==> src/rtl/f1_pkg.sv <==
// f1_pkg: race-state encoding and light patterns shared with the starting-light FSM.
package f1_pkg;

    typedef enum logic [2:0] {IDLE, ARMED, SEQ, TIMING, DONE, FAULT} race_state_t;

    // Sliced to LIGHT_WIDTH by users; all lamps lit is the last step before lights-out.
    localparam logic [63:0] LIGHTS_ALL_ON = '1;

endpackage

==> src/rtl/react_counter.sv <==
// react_counter: saturating tick counter with clear, enable and limit compare.
module react_counter #(
    parameter int W     = 16,
    parameter int LIMIT = 2000
) (
    input  logic         clk,
    input  logic         rst,
    input  logic         clr,
    input  logic         en,
    output logic [W-1:0] count,
    output logic         at_limit
);

    localparam logic [W-1:0] LIM = W'(LIMIT);

    always_ff @(posedge clk) begin
        if (!rst)
            count <= '0;
        else if (clr)
            count <= '0;
        else if (en && count != LIM)
            count <= count + 1'b1;
    end

    // True when the count is at the limit or will be after this enable.
    assign at_limit = (count == LIM) || (en && count == LIM - 1'b1);

endmodule

==> src/rtl/f1_race_controller.sv <==
// f1_race_controller: race-start sequencer timing driver reaction against the starting lights.
// Optional F1_BEST_TIME_EN adds a best_ms output tracking the fastest clean reaction.
module f1_race_controller
    import f1_pkg::*;
#(
    parameter int LIGHT_WIDTH = 8,
    parameter int CNT_WIDTH   = 16,
    parameter int TIMEOUT_MS  = 2000
) (
    input  logic                   clk,
    input  logic                   rst,
    input  logic                   start,
    input  logic                   react,
    input  logic                   tick,
    input  logic [LIGHT_WIDTH-1:0] lights,
    output logic                   seq_trigger,
    output logic [CNT_WIDTH-1:0]   react_ms,
    output logic                   result_valid,
    output logic                   jump_start,
    output logic                   timeout,
    output logic                   busy
`ifdef F1_BEST_TIME_EN
    ,
    output logic [CNT_WIDTH-1:0]   best_ms
`endif
);

    localparam logic [LIGHT_WIDTH-1:0] FULL = LIGHTS_ALL_ON[LIGHT_WIDTH-1:0];

    race_state_t state, state_n;
    logic start_q, react_q, start_edge, react_edge;
    logic full_seen, full_n, jump_n, timeout_n, trig_n;
    logic rc_clr, rc_hit, ac_clr, ac_hit;
    logic [CNT_WIDTH-1:0] arm_ms_unused;

    assign start_edge = start & ~start_q;
    assign react_edge = react & ~react_q;

    react_counter #(.W(CNT_WIDTH), .LIMIT(TIMEOUT_MS)) u_react_cnt (
        .clk      (clk),
        .rst      (rst),
        .clr      (rc_clr),
        .en       (state == TIMING && tick),
        .count    (react_ms),
        .at_limit (rc_hit)
    );

    react_counter #(.W(CNT_WIDTH), .LIMIT(TIMEOUT_MS)) u_arm_cnt (
        .clk      (clk),
        .rst      (rst),
        .clr      (ac_clr),
        .en       (state == ARMED && tick),
        .count    (arm_ms_unused),
        .at_limit (ac_hit)
    );

    always_ff @(posedge clk) begin
        if (!rst) begin
            state        <= IDLE;
            start_q      <= 1'b1;
            react_q      <= 1'b1;
            seq_trigger  <= 1'b0;
            full_seen    <= 1'b0;
            jump_start   <= 1'b0;
            timeout      <= 1'b0;
            result_valid <= 1'b0;
            busy         <= 1'b0;
        end else begin
            state        <= state_n;
            start_q      <= start;
            react_q      <= react;
            seq_trigger  <= trig_n;
            full_seen    <= full_n;
            jump_start   <= jump_n;
            timeout      <= timeout_n;
            result_valid <= state_n inside {DONE, FAULT};
            busy         <= state_n inside {ARMED, SEQ, TIMING};
        end
    end

    always_comb begin
        state_n   = state;
        full_n    = full_seen;
        jump_n    = jump_start;
        timeout_n = timeout;
        trig_n    = 1'b0;
        rc_clr    = 1'b0;
        ac_clr    = 1'b0;
        case (state)
            IDLE, DONE, FAULT: begin
                if (start_edge) begin
                    state_n   = ARMED;
                    full_n    = 1'b0;
                    jump_n    = 1'b0;
                    timeout_n = 1'b0;
                    trig_n    = 1'b1;
                    rc_clr    = 1'b1;
                    ac_clr    = 1'b1;
                end
            end
            ARMED: begin
                if (react_edge) begin
                    state_n = FAULT;
                    jump_n  = 1'b1;
                end else if (lights != '0) begin
                    state_n = SEQ;
                end else if (ac_hit) begin
                    state_n   = FAULT;
                    timeout_n = 1'b1;
                end
            end
            SEQ: begin
                if (react_edge) begin
                    state_n = FAULT;
                    jump_n  = 1'b1;
                end else if (lights == '0) begin
                    // Lights-out without the full pattern is an aborted sequence.
                    state_n = full_seen ? TIMING : IDLE;
                    rc_clr  = full_seen;
                end else if (lights == FULL) begin
                    full_n = 1'b1;
                end
            end
            TIMING: begin
                if (react_edge) begin
                    state_n = DONE;
                end else if (rc_hit) begin
                    state_n   = DONE;
                    timeout_n = 1'b1;
                end
            end
            default: state_n = IDLE;
        endcase
    end

`ifdef F1_BEST_TIME_EN
    localparam logic [CNT_WIDTH-1:0] LIM = CNT_WIDTH'(TIMEOUT_MS);
    logic [CNT_WIDTH-1:0] final_ms;

    // Value react_ms takes at this edge, including a coincident tick.
    assign final_ms = (tick && react_ms != LIM) ? react_ms + 1'b1 : react_ms;

    always_ff @(posedge clk) begin
        if (!rst)
            best_ms <= '1;
        else if (state == TIMING && react_edge && final_ms < best_ms)
            best_ms <= final_ms;
    end
`endif

endmodule
==> config.mk <==
export PLATFORM = sky130hd
export DESIGN_NAME = f1_race_controller
export DESIGN_NICKNAME = d
export VERILOG_FILES = /design/src/rtl/f1_pkg.sv /design/src/rtl/react_counter.sv /design/src/rtl/f1_race_controller.sv
export SDC_FILE = /design/constraint.sdc
export NUM_CORES = 1
export LEC_CHECK = 0
export BUFFER_PORTS_ARGS = -buffer_cell sky130_fd_sc_hd__buf_2
export CORE_MARGIN = 8
export CORE_UTILIZATION = 35
export DETAILED_ROUTE_END_ITERATION = 6
export SLEW_MARGIN = 0
export SYNTH_ARGS = -nofsm -noshare
export SYNTH_HDL_FRONTEND = slang
export SYNTH_SLANG_ARGS = --single-unit
==> constraint.sdc <==
create_clock -name clk -period 4.85 [get_ports clk]
set_clock_uncertainty 0.05 [all_clocks]
set_input_delay 0.485 -clock clk [delete_from_list [all_inputs] [get_ports clk]]
set_output_delay 0.485 -clock clk [all_outputs]
set_load 0.01 [all_outputs]
* Yosys cells after proc, flatten, opt, wreduce, memory -nomap -nowiden
Cells that the tools add are included.
** Word-level totals
- Flip-flop bits (word level) :: 43
- Input bits :: 13
- Output and inout port bits :: 21
** Cells by class
- Add/subtract/negate cells :: 2
- Equality and inequality tests :: 27
- Mux-type cells :: 28
- Bitwise gates (word level) :: 5
- Reductions and logical operators :: 23
** Operators by type and width (count)
- 16-bit by 11-bit equality test with 1-bit output (second input constant) :: 4
- 16-bit by 1-bit adder with 16-bit output (second input constant) :: 2
- 16-bit by 11-bit inequality test with 1-bit output (second input constant) :: 2
- 3-bit 2-to-1 mux :: 8
- 2-bit inequality test (second input constant) :: 9
- 1-bit 2-to-1 mux :: 14
- 3-bit by 2-bit equality test with 1-bit output (second input constant) :: 4
- 3-bit equality test (second input constant) :: 4
- 3-bit one-hot mux with 4 select lines :: 1
- 8-bit equality test (second input constant) :: 1
- 8-bit zero test :: 1
- 8-bit nonzero test :: 1
- 7-bit AND reduction :: 1
- 3-bit by 1-bit equality test with 1-bit output (second input constant) :: 2
- 1-bit logical AND :: 6
- 1-bit one-hot mux with 2 select lines :: 3
- 2-bit nonzero test :: 3
- 3-bit nonzero test :: 2
- 2-bit OR reduction :: 3
- 5-bit AND reduction :: 1
- 3-bit zero test :: 1
- 1-bit NOT :: 3
- 1-bit one-hot mux with 3 select lines :: 1
- 3-bit AND reduction :: 1
- 5 further kinds :: 7

* Depth between registers and ports, before layout
Gate-level depths: netlist of run 1.
- Depth in word-level cells :: 10
- Gate-level depth with buffers :: 7
- Depth with buffers taken out :: 7

* Modules after synthesis
A second synthesis of run 1 with hierarchy kept.
** Unflattened totals
- Cell total of the unflattened synthesis :: 261
- Area total of the unflattened synthesis :: 2233.4 um^2
** Modules (own cells, without submodules)
- react_counter (u_arm_cnt) :: instances 1, cells each 94, area an instance 820.8 um^2, sequential area each 320.3 um^2
- react_counter (u_react_cnt) :: instances 1, cells each 93, area an instance 817.0 um^2, sequential area each 320.3 um^2
- f1_race_controller :: instances 1, cells each 74, area an instance 595.6 um^2, sequential area each 220.2 um^2

* Least setup slack after synthesis of run 1
No wires, ideal clock.
- Path kind :: reg2reg
- Start point :: reg u_react_cnt.count[1]
- End point :: reg busy
- Data arrival time :: 1.524 ns
- Data required time :: 4.685 ns
- Slack :: 3.161 ns
- Stages on the path, launching flop included :: 7
- Period minus slack after synthesis :: 1.689 ns
- Cells stage by stage :: dfxtp_1 ha_1 nand3_1 o41a_1 o211ai_2 a41oi_1 and2_1
** Between the ends
- Cells in the longest elaborated chain, start to end :: 8
- Elaborated cells between the ends (all ways) :: 11
** RTL lines
- start, declared :: RTL line react_counter.sv:10 : output logic [W-1:0] count,
- start signal, assigned :: RTL line react_counter.sv:22 : count <= count + 1'b1;
- 16-bit by 11-bit equality test with 1-bit output :: RTL line react_counter.sv:26 : assign at_limit = (count == LIM) || (en && count == LIM - 1'b1);
- 1-bit logical AND :: RTL line react_counter.sv:26
- 1-bit logical OR * :: RTL line react_counter.sv:26
- 3-bit 2-to-1 mux * :: RTL line f1_race_controller.sv:127 : end else if (rc_hit) begin
- 3-bit 2-to-1 mux * :: RTL line f1_race_controller.sv:125 : if (react_edge) begin
- 3-bit one-hot mux with 4 select lines * :: RTL line f1_race_controller.sv:89 : case (state)
- 3-bit by 1-bit equality test with 1-bit output / 3-bit by 2-bit equality test with 1-bit output (equally long branches) :: RTL line f1_race_controller.sv:77 : busy <= state_n inside {ARMED, SEQ, TIMING};
- 3-bit nonzero test * :: RTL line f1_race_controller.sv:77
- end signal, assigned :: RTL line f1_race_controller.sv:77
- end, declared :: RTL line f1_race_controller.sv:21 : output logic busy
Every way passes the cells marked *; elsewhere a longest branch is shown, timed or not.
A chain may end at the register's enable or synchronous reset.

* Worst setup path after layout of run 1
- Start point :: reg u_react_cnt.count[13]
- End point :: reg u_react_cnt.count[1]
** Between the ends
- Cells in the longest elaborated chain, start to end :: 2
** RTL lines
- 16-bit by 11-bit inequality test with 1-bit output :: RTL line react_counter.sv:21 : else if (en && count != LIM)
- 1-bit logical AND :: RTL line react_counter.sv:21
Every way passes these cells.

==> results of run 1 <==
## layout make-up
| type | count | area, um2 |
|---|---|---|
| clock buffers | 8 | 100 |
| fillers | 599 | 3430 |
| inverters | 9 | 33.8 |
| multi-input cells | 187 | 1230 |
| flip-flops and latches | 43 | 861 |
| well taps | 75 | 93.8 |
| repair buffers | 33 | 165 |
## per-stage QoR
step	worst slack, ps	instance area (um2)	instances	power [W]
2_1_floorplan	3160	2150	243	0.000399
3_3_place_gp	2910	2390	347	0.000414
3_5_place_dp	2830	2390	347	0.000415
4_1_cts	3000	2490	355	0.000663
5_1_grt	2750	2490	355	0.000689
6_report	2990	2490	355	0.000654
## worst max-delay path, cell delays in order (launching register included)
cell and delay, ps:
dfxtp_1 340, nor4_1 430, nand3_1 280, o21ai_0 380
mux2i_1 230, nor2_1 50
## metal layers
metal / track usage [%] / wire length [um] / vias to the layer above
met5: 0 / 0 / -
met4: 4.89 / 68 / 0
met3: 2.86 / 267 / 5
met2: 16.8 / 1960 / 48
met1: 14.8 / 2260 / 832
li1: - / - / 923
## power by group
group          switching (W)  internal [W]
sequential        0.00000552      0.000358
clock               0.000118      0.000130
combinational      0.0000251     0.0000171
## kinds of logic after synthesis
logic type	count (synthesis)	share of synthesized area [%]
muxes	2	0.930
xor gates and xnor gates	29	11.8
DFF	43	40.0
adders and majority gates	4	2.32
AOI/OAI and AO/OA	29	9.24
and+or+nand+nor	123	33.1
buffers and inverters	13	2.67
## worst min path at each step
stage | end | from | slack, ps | cells past startpoint
5_1_grt | start_q$_SDFF_PN1_ | start | 330 | 2
6_report | start_q$_SDFF_PN1_ | start | 330 | 2
4_1_cts | start_q$_SDFF_PN1_ | start | 330 | 2
3_3_place_gp | jump_start$_SDFFE_PN0P_ | jump_start$_SDFFE_PN0P_ | 420 | 2
2_1_floorplan | u_arm_cnt.count[9]$_SDFFE_PP0P_ | u_arm_cnt.count[9]$_SDFFE_PP0P_ | 420 | 2
3_5_place_dp | jump_start$_SDFFE_PN0P_ | jump_start$_SDFFE_PN0P_ | 430 | 2
## cells in the final DEF, fill, tap and decap left out, types with 2 or more instances in the layout
| cell type | n |
|---|---|
| dfxtp_1 | 43 |
| nor2_1 | 42 |
| buf_2 | 33 |
| xor2_1 | 21 |
| nand3_1 | 15 |
| inv_1 | 9 |
| o21ai_0 | 9 |
| nand2_1 | 9 |
| xnor2_1 | 8 |
| nand2b_1 | 7 |
| nand4_1 | 7 |
| a21oi_1 | 7 |
| clkbuf_8 | 7 |
| and3_1 | 6 |
| nor4_1 | 5 |
| nor3_1 | 5 |
| and2_1 | 4 |
| ha_1 | 4 |
| nor2b_1 | 3 |
| and4b_1 | 3 |
| nor4bb_1 | 3 |
| o211ai_1 | 2 |
| mux2i_1 | 2 |
| and4_1 | 2 |
| a211oi_1 | 2 |
| a31oi_1 | 2 |
| nor4_4 | 2 |
==> reports/metrics.json, run 1 <==
{
  "outcome": "finished clean",
  "synthDominantCellAreaShare_pct": 40.0,
  "cts.hold.buffers_added": 0,
  "required_ps": 4990,
  "unrepaired_setup_endpoints_after_global_routing": "no",
  "tritoncts.num_buffers": 5,
  "vias_post_dr": 1808,
  "ff2ff_path_depth": 5,
  "cts_tree": "yes",
  "top_regs": "u_arm_cnt.count x16, u_react_cnt.count x16, state x3",
  "clk_pin_slew_worst_paths_ps": 80,
  "synth.avg_cell_area_um2": 8.86,
  "setup-tns-final_ps": 0,
  "worst_vdd_ir_mv": 0.116,
  "post_synth_instance_area_mm2": 0.00215,
  "worstSkewPairLatency_ps": 290,
  "floorplan.die.width_um": 94.4,
  "ys_ff_latch": 43,
  "timing.final.setup_violations": 0,
  "finish.utilization_pct": 42.0,
  "finalHoldWorstSlack_ps": 330,
  "antenna_cells": 0,
  "start_util_pct": 36.4,
  "syn_nets": 260,
  "design.core.area_mm2": 0.00592,
  "synth_largest_area_cell": "dfxtp_1",
  "hold_viol": 0,
  "path_max_fanout": 4,
  "htreeDepth": 2,
  "synth_top_cells_by_area": "dfxtp_1 40%, xor2_1 8.5%, nor2_1 7.3%, nand3_1 3.5%, xnor2_1 3.3%",
  "ctsLongestPathBuffers": 2,
  "flow.area_growth_from_synthesis_pct": 15.6,
  "grt_use_total_pct": 11.2,
  "die_area_mm2": 0.00892,
  "routabilityCongestion": 0.796,
  "post_route_fraction_of_the_period_consumed_by_the_critical_path_pct": 38.3,
  "wire_per_inst_um": 12.8,
  "yosys_most_used_dff": "dfxtp_1",
  "antenna_left": 0,
  "critPathLaunchType": "flop",
  "clock-root-buffer": "clkbuf_8",
  "antenna_found_initial": 0,
  "die_height_um": 94.4,
  "yosys-top-cells-count": "43 x dfxtp_1, 42 x nor2_1, 21 x xor2_1",
  "worst_slew_pin_slew_ps": 602,
  "synth-async-reset-ratio_pct": 0,
  "ys.warnings.count": 0,
  "maxCapViolCount": 0,
  "fp-row-count": 28,
  "report.final.slew_viol_count": 0,
  "finalWorstPathRequiredPeriod_ps": 1860,
  "detail_route.drc_violations": 0,
  "routed_wl_um": 4550,
  "cp-end-kind": "flop",
  "worst_r2r_startpoint": "u_react_cnt.count[13]$_SDFFE_PP0P_",
  "number_of_distinct_library_cells_after_synthesis": 45,
  "yosysSeqAreaShare_pct": 40.0,
  "yosysMostFrequentCell": "dfxtp_1",
  "first_pass_grt_wire_length_um": 8110,
  "maxSlewHeadroom_pct": 59.3,
  "largest_net_degree_at_the_start_of_global_routing": 20,
  "post_cts.resized_instances": 0,
  "fin_nets": 296,
  "num_io_pins": 34,
  "worstHoldPathType": "in2reg",
  "f_max_mhz": 539,
  "critical_path_arrival_ps": 1990,
  "viasPerCell": 5.09,
  "firstDrtPassIters": 4,
  "power_density_mw_per_mm2": 263,
  "synth_enable_flop_cells": 0,
  "cts.sink_count": 43,
  "criticalPathCategory": "reg2reg",
  "critical_path.startpoint": "u_react_cnt.count[13]$_SDFFE_PP0P_",
  "critical_path.reg2reg.endpoint": "u_react_cnt.count[1]$_SDFFE_PP0P_",
  "port-buffer-count": 33,
  "postSynthCellCount": 243,
  "final_layout_size_suffix_gt1_share_pct": 17.1,
  "dpl.hpwl_um": 3430,
  "global_route.overflow_total": 0,
  "power.leakage_nw": 1.02,
  "timing.reg2reg.setup_slack_ps": 2990,
  "crit_path_end": "u_react_cnt.count[1]$_SDFFE_PP0P_",
  "drt_first_iter_violations": 80,
  "cts_setup_buffers": 0,
  "grt_pass1_vias": 1731
}
Power figures use the tool's default switching activity.
==> run 2: changes to the inputs <==
--- a/config.mk
+++ b/config.mk
@@ -5,6 +5,7 @@
 export SDC_FILE = /design/constraint.sdc
 export NUM_CORES = 1
 export LEC_CHECK = 0
+export ABC_AREA = 1
 export BUFFER_PORTS_ARGS = -buffer_cell sky130_fd_sc_hd__buf_2
 export CORE_MARGIN = 8
 export CORE_UTILIZATION = 35
==> constraint.sdc (replaced) <==
create_clock -name clk -period 1.6 [get_ports clk]
set_clock_uncertainty 0.05 [all_clocks]
set_input_delay 0.16 -clock clk [delete_from_list [all_inputs] [get_ports clk]]
set_output_delay 0.16 -clock clk [all_outputs]
set_load 0.01 [all_outputs]
==> run 2 against run 1 <==
Compared with the run above: the flow now finishes with violations (setup timing); total power grew to 3.4 times the previous value; setup slack lost 3100 ps; sequential share of layout area shrank 10 points; non-clock buffer count grew 59; sequential cell count is the same; die area grew 13%; hold slack lost 280 ps; wire length grew 53%; synthesized cell count grew 58%; critical path type unchanged.
==> reports/metrics.json, run 2 <==
{
  "synth_enable_flop_cells": {"value": 0, "change": "unchanged"},
  "number_of_distinct_library_cells_after_synthesis": {"value": 29, "change": "-36%"},
  "hold_depth": {"value": 2, "change": "unchanged"},
  "fill_cells": {"value": 726, "change": "+21%"},
  "ys.warnings.count": {"value": 0, "change": "unchanged"},
  "yosys-top-cells-count": "102 x nand2_1, 46 x inv_1, 46 x nor2_1",
  "drt_first_iter_violations": {"value": 86, "change": "+7.5%"},
  "report.final.slew_viol_count": {"value": 0, "change": "unchanged"},
  "synth_top_cells_by_area": "dfxtp_1 34%, nand2_1 15%, a21oi_1 7.2%, inv_1 6.9%, nor2_1 6.9%",
  "criticalPathCategory": "reg2reg",
  "fp-row-count": {"value": 31, "change": "+11%"},
  "routabilityCongestion": {"value": 0.910, "change": "+14%"},
  "worst_vdd_ir": {"value": 0.364, "unit": "mV", "change": "+210%"},
  "ctsLongestPathBuffers": {"value": 2, "change": "unchanged"},
  "maxCapViolCount": {"value": 0, "change": "unchanged"},
  "die_height": {"value": 101, "unit": "um", "change": "+6.5%"},
  "start_util": {"value": 35.3, "unit": "%", "change": "-1.1 points"},
  "synth.avg_cell_area": {"value": 6.50, "unit": "um2", "change": "-27%"},
  "hold_start": "rst",
  "cts_tree": "yes",
  "outcome": "finished, violations left",
  "worstHoldPathType": "in2reg",
  "port-buffer-count": {"value": 33, "change": "unchanged"},
  "yosysSeqAreaShare": {"value": 34.4, "unit": "%", "change": "-5.6 points"},
  "flow.area_growth_from_synthesis_pct": 41.1,
  "antenna_found_initial": {"value": 0, "change": "unchanged"},
  "vias_post_dr": {"value": 2748, "change": "+52%"},
  "synth-async-reset-ratio": {"value": 0, "unit": "%", "change": "unchanged"},
  "hold_viol": {"value": 0, "change": "unchanged"},
  "grt_pass1_vias": {"value": 2693, "change": "+56%"},
  "instances_no_fill": {"value": 578, "change": "+63%"},
  "routed_wl": {"value": 6950, "unit": "um", "change": "+53%"},
  "failed_checks": "setup timing",
  "die_area": {"value": 0.0101, "unit": "mm2", "change": "+13%"},
  "timing.final.setup_violations": {"value": 14, "change": "+14"},
  "design.core.area": {"value": 0.00710, "unit": "mm2", "change": "+20%"},
  "postSynthCellCount": {"value": 385, "change": "+58%"},
  "wire_per_inst": {"value": 12.0, "unit": "um", "change": "-6.2%"},
  "ff2ff_path_depth": {"value": 11, "change": "+6"},
  "dpl.hpwl": {"value": 4980, "unit": "um", "change": "+45%"},
  "antenna_cells": {"value": 0, "change": "unchanged"},
  "critical_path.startpoint": "u_arm_cnt.count[1]$_SDFFE_PP0P_",
  "final.setup.worst_slack": {"value": -128, "unit": "ps", "change": "-3120 ps"},
  "viasPerCell": {"value": 4.75, "change": "-6.6%"},
  "post_route_fraction_of_the_period_consumed_by_the_critical_path": {"value": 108, "unit": "%", "change": "+70 points"},
  "mostFrequentLayoutCells": "88 x nand2_1, 46 x buf_4, 42 x inv_1, 39 x nor2_1, 36 x dfxtp_1",
  "first_pass_grt_wire_length": {"value": 11300, "unit": "um", "change": "+39%"},
  "top_regs": "u_arm_cnt.count x16, u_react_cnt.count x16, state x3",
  "post-place-cells": {"value": 552, "change": "+59%"},
  "maxSlewHeadroom": {"value": 75.2, "unit": "%", "change": "+16 points"},
  "tritoncts.num_buffers": {"value": 5, "change": "unchanged"},
  "timing.hold.worst_endpoint": "start_q$_SDFF_PN1_",
  "cp-end-kind": "flop",
  "grt_use_total": {"value": 13.4, "unit": "%", "change": "+2.2 points"},
  "largest_net_degree_at_the_start_of_global_routing": {"value": 15, "change": "-25%"},
  "critPathLaunchType": "flop",
  "critical_path.reg2reg.endpoint": "u_arm_cnt.count[9]$_SDFFE_PP0P_",
  "f_max": {"value": 579, "unit": "MHz", "change": "+7.4%"},
  "worstSkewPairLatency": {"value": 300, "unit": "ps", "change": "about the same"},
  "global_route.overflow_total": {"value": 0, "change": "unchanged"},
  "path_max_fanout": {"value": 6, "change": "+2"},
  "power_density": {"value": 630, "unit": "mW/mm2", "change": "+140%"},
  "clk_pin_slew_worst_paths": {"value": 90, "unit": "ps", "change": "about the same"},
  "critical_path_arrival": {"value": 1870, "unit": "ps", "change": "-120 ps"},
  "fin_nets": {"value": 495, "change": "+67%"},
  "dpl_worst_slack": {"value": -46.5, "unit": "ps", "change": "-2880 ps"},
  "synthDominantCellAreaShare": {"value": 34.4, "unit": "%", "change": "-5.6 points"},
  "finalWorstPathRequiredPeriod": {"value": 1730, "unit": "ps", "change": "-128 ps"},
  "firstDrtPassIters": {"value": 4, "change": "unchanged"},
  "ys_ff_latch": {"value": 43, "change": "unchanged"},
  "clock-root-buffer": "clkbuf_8",
  "mostFrequentLayoutCell": "nand2_1",
  "worst_slew_pin_slew": {"value": 368, "unit": "ps", "change": "-233 ps"},
  "worst_r2r_startpoint": "u_arm_cnt.count[1]$_SDFFE_PP0P_",
  "detail_route.drc_violations": {"value": 0, "change": "unchanged"},
  "timing.reg2reg.setup_slack": {"value": -130, "unit": "ps", "change": "-3120 ps"},
  "cts.sink_count": {"value": 43, "change": "unchanged"},
  "antenna_left": {"value": 0, "change": "unchanged"},
  "power.leakage": {"value": 1.50, "unit": "nW", "change": "+48%"},
  "yosys_most_used_dff": "dfxtp_1",
  "syn_nets": {"value": 402, "change": "+55%"},
  "required": {"value": 1750, "unit": "ps", "change": "-3240 ps"},
  "yosysMostFrequentCell": "nand2_1",
  "floorplan.die.width": {"value": 101, "unit": "um", "change": "+6.5%"},
  "htreeDepth": {"value": 2, "change": "unchanged"},
  "num_io_pins": {"value": 34, "change": "unchanged"},
  "final_layout_size_suffix_gt1_share": {"value": 34.2, "unit": "%", "change": "+17 points"},
  "unrepaired_setup_endpoints_after_global_routing": "yes",
  "post_synth_instance_area": {"value": 0.00250, "unit": "mm2", "change": "+16%"},
  "synth_largest_area_cell": "dfxtp_1"
}
==> run 2: changes by cell type after synthesis, sizes merged, moves of 4 or more <==
| cell | change |
|---|---|
| a21oi | +29 |
| and3 | -6 |
| buf | +4 |
| inv | +43 |
| nand2 | +96 |
| nand2b | -7 |
| nand3 | +12 |
| nor2 | +7 |
| nor3 | +9 |
| nor4 | -7 |
| xor2 | -11 |
==> run 2: area by class of cell <==
type / count / area, um2 / share of cell area [%]
Tap cell: 99 / 124 / 3.51
Clock inverter: 3 / 43.8 / 1.24
Sequential cell: 43 / 870 / 24.6
Timing Repair Buffer: 92 / 672 / 19.0
Clock buffer: 5 / 68.8 / 1.95
Inverter: 52 / 203 / 5.74
Multi-Input combinational cell: 284 / 1550 / 43.9
==> run 2: worst max path at each step <==
stage | endpoint | slack [ps] | cells after the start
global placement | u_arm_cnt.count[8]$_SDFFE_PP0P_ | 20 | 11
CTS | u_arm_cnt.count[5]$_SDFFE_PP0P_ | -5 | 10
floorplan | u_react_cnt.count[4]$_SDFFE_PP0P_ | 70 | 10
global route | u_arm_cnt.count[15]$_SDFFE_PP0P_ | -220 | 11
finish | u_arm_cnt.count[9]$_SDFFE_PP0P_ | -130 | 11
detailed placement | u_arm_cnt.count[8]$_SDFFE_PP0P_ | -50 | 10
==> run 2: timing repair <==
action | in CTS | in global routing
hold buffers | 2 | 0
setup endpoints to repair | 10 | 37
buffers inserted | 2 | 15
pin swaps | 1 | 11
endpoints found under the hold margin | 2 | 0
resized for setup | 2 | 70
==> run 2: cells by family (layout without fill, tap and decap cells) <==
family / count (synthesis) / in the layout / synth area share [%]
simple gates: 213 / 213 / 37.6
xor+xnor: 16 / 16 / 5.60
flops: 43 / 43 / 34.4
compound gates: 51 / 51 / 10.7
fa+ha+maj: 4 / 4 / 2.00
buf+inv: 58 / 152 / 9.70
==> run 2: per-layer routing <==
metal / global-route usage, % / vias to the layer above / wire length [um]
li1: - / 1420 / -
met3: 2.76 / 10 / 265
met1: 15.6 / 1261 / 3070
met4: 5.23 / 0 / 117
met2: 23.5 / 57 / 3500
met5: 0 / - / 0
==> run 2: worst max-delay path, cell delays in order, from the launching register on <==
cell      delay, ps
dfxtp_2         340
inv_2            80
ha_4            130
nand2_2          50
nor2_2          130
nand2_2          90
o21ai_4         260
clkinv_4        120
buf_12          150
buf_6           110
nand2_2          60
a21oi_2          50
==> run 2: through the flow <==
| stage | power (W) | hold slack, ps | util (%) | instance area (um2) | setup TNS, ps |
|---|---|---|---|---|---|
| CTS | 0.00220 | 32.9 | 45.4 | 3220 | -5.48 |
| global placement | 0.00132 | 294 | 43.2 | 3060 | 0 |
| finish | 0.00223 | 47.0 | 49.7 | 3530 | -1110 |
| global route | 0.00233 | 45.2 | 49.7 | 3530 | -3030 |
| detailed placement | 0.00132 | 298 | 43.2 | 3060 | -66.7 |
| floorplan | 0.00124 | 179 | - | 2500 | 0 |
==> run 2: power by group <==
group | leakage [nW] | switching (W) | internal (W) | total [W]
sequential | 0.351 | 0.0000107 | 0.00109 | 0.00110
combinational | 1.10 | 0.000142 | 0.000119 | 0.000261
clock | 0.0581 | 0.000399 | 0.000465 | 0.000865
==> run 3: changes to the inputs <==
--- a/config.mk
+++ b/config.mk
@@ -5,7 +5,6 @@
 export SDC_FILE = /design/constraint.sdc
 export NUM_CORES = 1
 export LEC_CHECK = 0
-export ABC_AREA = 1
 export BUFFER_PORTS_ARGS = -buffer_cell sky130_fd_sc_hd__buf_2
 export CORE_MARGIN = 8
 export CORE_UTILIZATION = 35
==> run 3 against run 2 <==
Compared with the run above: the flow still finishes with violations (setup timing); via count down 25%; final cell count fell by 30%; hold slack got worse by 39 ps; critical path type unchanged.
==> reports/metrics.json, run 3 (synthesis results as in run 1) <==
{
  "outcome": "finished, violations left",
  "failed_checks": "setup timing",
  "mostFrequentLayoutCell": "buf_4",
  "dpl.hpwl": {"value": 3810, "unit": "um", "change": "-24%"},
  "antenna_cells": {"value": 0, "change": "unchanged"},
  "crit_path_top_delay_cell": "dfxtp_4",
  "unrepaired_setup_endpoints_after_global_routing": "yes",
  "hold_viol": {"value": 0, "change": "unchanged"},
  "worst_slew_pin_slew": {"value": 440, "unit": "ps", "change": "+71.3 ps"},
  "grt_pass1_vias": {"value": 2064, "change": "-23%"},
  "final_layout_size_suffix_gt1_share": {"value": 38.7, "unit": "%", "change": "+4.5 points"},
  "global_route.overflow_total": {"value": 0, "change": "unchanged"},
  "cts_tree": "yes",
  "criticalPathCategory": "reg2reg",
  "worstHoldPathType": "in2reg",
  "cts.hold.buffers_added": {"value": 0, "change": "-2"},
  "timing.hold.worst_endpoint": "start_q$_SDFF_PN1_",
  "largest_net_degree_at_the_start_of_global_routing": {"value": 18, "change": "+3"},
  "top_regs": "u_arm_cnt.count x16, u_react_cnt.count x16, state x3",
  "port-buffer-count": {"value": 33, "change": "unchanged"},
  "first_pass_grt_wire_length": {"value": 9000, "unit": "um", "change": "-20%"},
  "finalHoldWorstSlack": {"value": 8.22, "unit": "ps", "change": "-38.7 ps"},
  "final.setup.worst_slack": {"value": -47.2, "unit": "ps", "change": "+80.6 ps"},
  "ctsLongestPathBuffers": {"value": 2, "change": "unchanged"},
  "max_stage_delay": {"value": 390, "unit": "ps", "change": "+50 ps"},
  "power.leakage": {"value": 1.30, "unit": "nW", "change": "-13%"},
  "worst_vdd_ir": {"value": 0.319, "unit": "mV", "change": "-12%"},
  "power_density": {"value": 683, "unit": "mW/mm2", "change": "+8.3%"},
  "internal-power": {"value": 0.00162, "unit": "W", "change": "-3.2%"},
  "finalWorstPathRequiredPeriod": {"value": 1650, "unit": "ps", "change": "-80.6 ps"},
  "maxCapViolCount": {"value": 0, "change": "unchanged"},
  "fp-row-count": {"value": 28, "change": "-9.7%"},
  "path_max_fanout": {"value": 5, "change": "-1"},
  "flow.area_growth_from_synthesis_pct": 42.2,
  "critical_path_arrival": {"value": 1790, "unit": "ps", "change": "-80 ps"},
  "hold_depth": {"value": 2, "change": "unchanged"},
  "mostFrequentLayoutCells": "45 x buf_4, 42 x nor2_1, 33 x dfxtp_1, 33 x buf_2, 21 x xor2_1",
  "fill_cells": {"value": 541, "change": "-25%"},
  "cts.sink_count": {"value": 43, "change": "unchanged"},
  "start_util": {"value": 36.4, "unit": "%", "change": "+1.1 points"},
  "clock-root-buffer": "clkbuf_8",
  "htreeDepth": {"value": 2, "change": "unchanged"},
  "timing.critical_path.cells": "ha_4 -> nand3_2 -> o41a_1 -> o211ai_2 -> a41oi_1 -> and2_1",
  "finalInstanceArea": {"value": 0.00306, "unit": "mm2", "change": "-13%"},
  "worstSkewPairLatency": {"value": 290, "unit": "ps", "change": "about the same"},
  "timing.final.setup_violations": {"value": 1, "change": "-13"},
  "routabilityCongestion": {"value": 0.887, "change": "-2.5%"},
  "power_switching": {"value": 0.000471, "unit": "W", "change": "-15%"},
  "floorplan.die.width": {"value": 94.4, "unit": "um", "change": "-6.1%"},
  "f_max": {"value": 607, "unit": "MHz", "change": "+4.9%"},
  "die_area": {"value": 0.00892, "unit": "mm2", "change": "-12%"},
  "critPathLaunchType": "flop",
  "required": {"value": 1740, "unit": "ps", "change": "about the same"},
  "grt_use_total": {"value": 12.4, "unit": "%", "change": "-1.0 points"},
  "clk_pin_slew_worst_paths": {"value": 80, "unit": "ps", "change": "about the same"},
  "timing.reg2reg.setup_slack": {"value": -50, "unit": "ps", "change": "+80 ps"},
  "report.final.slew_viol_count": {"value": 0, "change": "unchanged"},
  "worst_r2r_startpoint": "u_react_cnt.count[0]$_SDFFE_PP0P_",
  "maxSlewHeadroom": {"value": 70.6, "unit": "%", "change": "-4.6 points"},
  "viasPerCell": {"value": 5.11, "change": "+7.5%"},
  "cp-end-kind": "flop",
  "firstDrtPassIters": {"value": 4, "change": "unchanged"},
  "power_frac_seq": {"value": 52.2, "unit": "%", "change": "+2.8 points"},
  "detail_route.drc_violations": {"value": 0, "change": "unchanged"},
  "hold_start": "start",
  "post_route_fraction_of_the_period_consumed_by_the_critical_path": {"value": 103, "unit": "%", "change": "-5.0 points"},
  "vias_post_dr": {"value": 2059, "change": "-25%"},
  "design.core.area": {"value": 0.00592, "unit": "mm2", "change": "-17%"},
  "place_area": {"value": 0.00269, "unit": "mm2", "change": "-12%"},
  "antenna_found_initial": {"value": 0, "change": "unchanged"},
  "power.share.switching": {"value": 22.5, "unit": "%", "change": "-2.3 points"},
  "drt_first_iter_violations": {"value": 76, "change": "-12%"},
  "wire_per_inst": {"value": 13.8, "unit": "um", "change": "+15%"},
  "critical_path.reg2reg.endpoint": "busy$_SDFF_PN0_",
  "routed_wl": {"value": 5570, "unit": "um", "change": "-20%"},
  "num_io_pins": {"value": 34, "change": "unchanged"},
  "fin_nets": {"value": 345, "change": "-30%"},
  "antenna_left": {"value": 0, "change": "unchanged"},
  "die_height": {"value": 94.4, "unit": "um", "change": "-6.1%"},
  "tritoncts.num_buffers": {"value": 5, "change": "unchanged"},
  "clock_power_share": {"value": 39.0, "unit": "%", "change": "about the same"},
  "ff2ff_path_depth": {"value": 6, "change": "-5"},
  "power.combinational.fraction": {"value": 8.8, "unit": "%", "change": "-2.9 points"}
}
-- run 3: cell types whose count changed in the layout (fill, tap and decap cells not counted), moves of 5 or more --
cell / before / now
nor2_2: 10 / 0
inv_1: 42 / 8
xor2_1: 10 / 21
nand3_1: 24 / 10
nand2_2: 15 / 2
and3_1: 0 / 5
buf_6: 9 / 3
nand2b_1: 0 / 5
dfxtp_4: 0 / 6
nor3_1: 10 / 3
inv_2: 8 / 1
a21oi_2: 6 / 1
nand2_1: 88 / 7
a21oi_1: 30 / 6
-- run 3: per-layer routing --
layer | vias up | global-route usage (%) | share of wire [%]
met4 | 0 | 5.55 | 1.6
met5 | - | 0 | 0
met2 | 47 | 19.6 | 46
met3 | 8 | 2.30 | 4.3
li1 | 1032 | - | -
met1 | 972 | 16.1 | 48
-- run 3: worst max path at each step --
stage / slack [ps] / to / depth (start not counted) / from
6_report: -50 / busy$_SDFF_PN0_ / 6 / u_react_cnt.count[0]$_SDFFE_PP0P_
5_1_grt: -100 / busy$_SDFF_PN0_ / 6 / u_react_cnt.count[0]$_SDFFE_PP0P_
4_1_cts: -10 / busy$_SDFF_PN0_ / 5 / state[2]$_SDFF_PN0_
3_5_place_dp: -90 / u_react_cnt.count[1]$_SDFFE_PP0P_ / 6 / u_react_cnt.count[13]$_SDFFE_PP0P_
3_3_place_gp: -30 / u_react_cnt.count[1]$_SDFFE_PP0P_ / 6 / u_react_cnt.count[13]$_SDFFE_PP0P_
2_1_floorplan: -20 / busy$_SDFF_PN0_ / 6 / u_react_cnt.count[1]$_SDFFE_PP0P_
-- run 3: power by group through the flow --
stage               Sequential [W]  Combinational [W]  Clock, W
floorplan                  0.00112          0.0000882         0
global placement           0.00112           0.000153         0
detailed placement         0.00112           0.000153         0
CTS                        0.00109           0.000164  0.000839
global route               0.00109           0.000200  0.000885
finish                     0.00109           0.000184  0.000815
-- run 3: per-stage QoR --
stage / std cells / total power [W] / worst slack, ps / setup TNS (ps) / util, %
final: 403 / 0.00209 / -47.2 / -47.2 / 51.7
after global routing: 403 / 0.00218 / -97.1 / -391 / 51.7
after CTS: 398 / 0.00210 / -11.8 / -11.8 / 48.6
after detailed placement: 387 / 0.00127 / -92.5 / -411 / 45.5
after global placement: 387 / 0.00127 / -28.5 / -83.0 / 45.5
after floorplan: 243 / 0.00121 / -16.6 / -16.6 / -
-- run 3: layout make-up --
cell class	instances	area [um2]	area share [%]
Clock buffer	6	72.6	2.37
Clock inverter	1	30.0	0.980
Inverter	9	33.8	1.10
Multi-Input combinational cell	188	1410	46.0
Sequential cell	43	888	29.0
Tap cell	75	93.8	3.06
Timing Repair Buffer	81	537	17.5
-- run 3: critical path, delay by kind of cell, from the launching register on --
family,cells,cell delay [ps]
compound gates,3,700
simple gates,2,270
fa+ha+maj,1,140
flops,1,390
-- run 3: what timing repair did --
item / CTS / global route
gates resized for setup: 11 / 40
cloned: 1 / 0
buffers inserted: 3 / 5
pin swaps: 4 / 12
setup endpoints to repair: 23 / 37
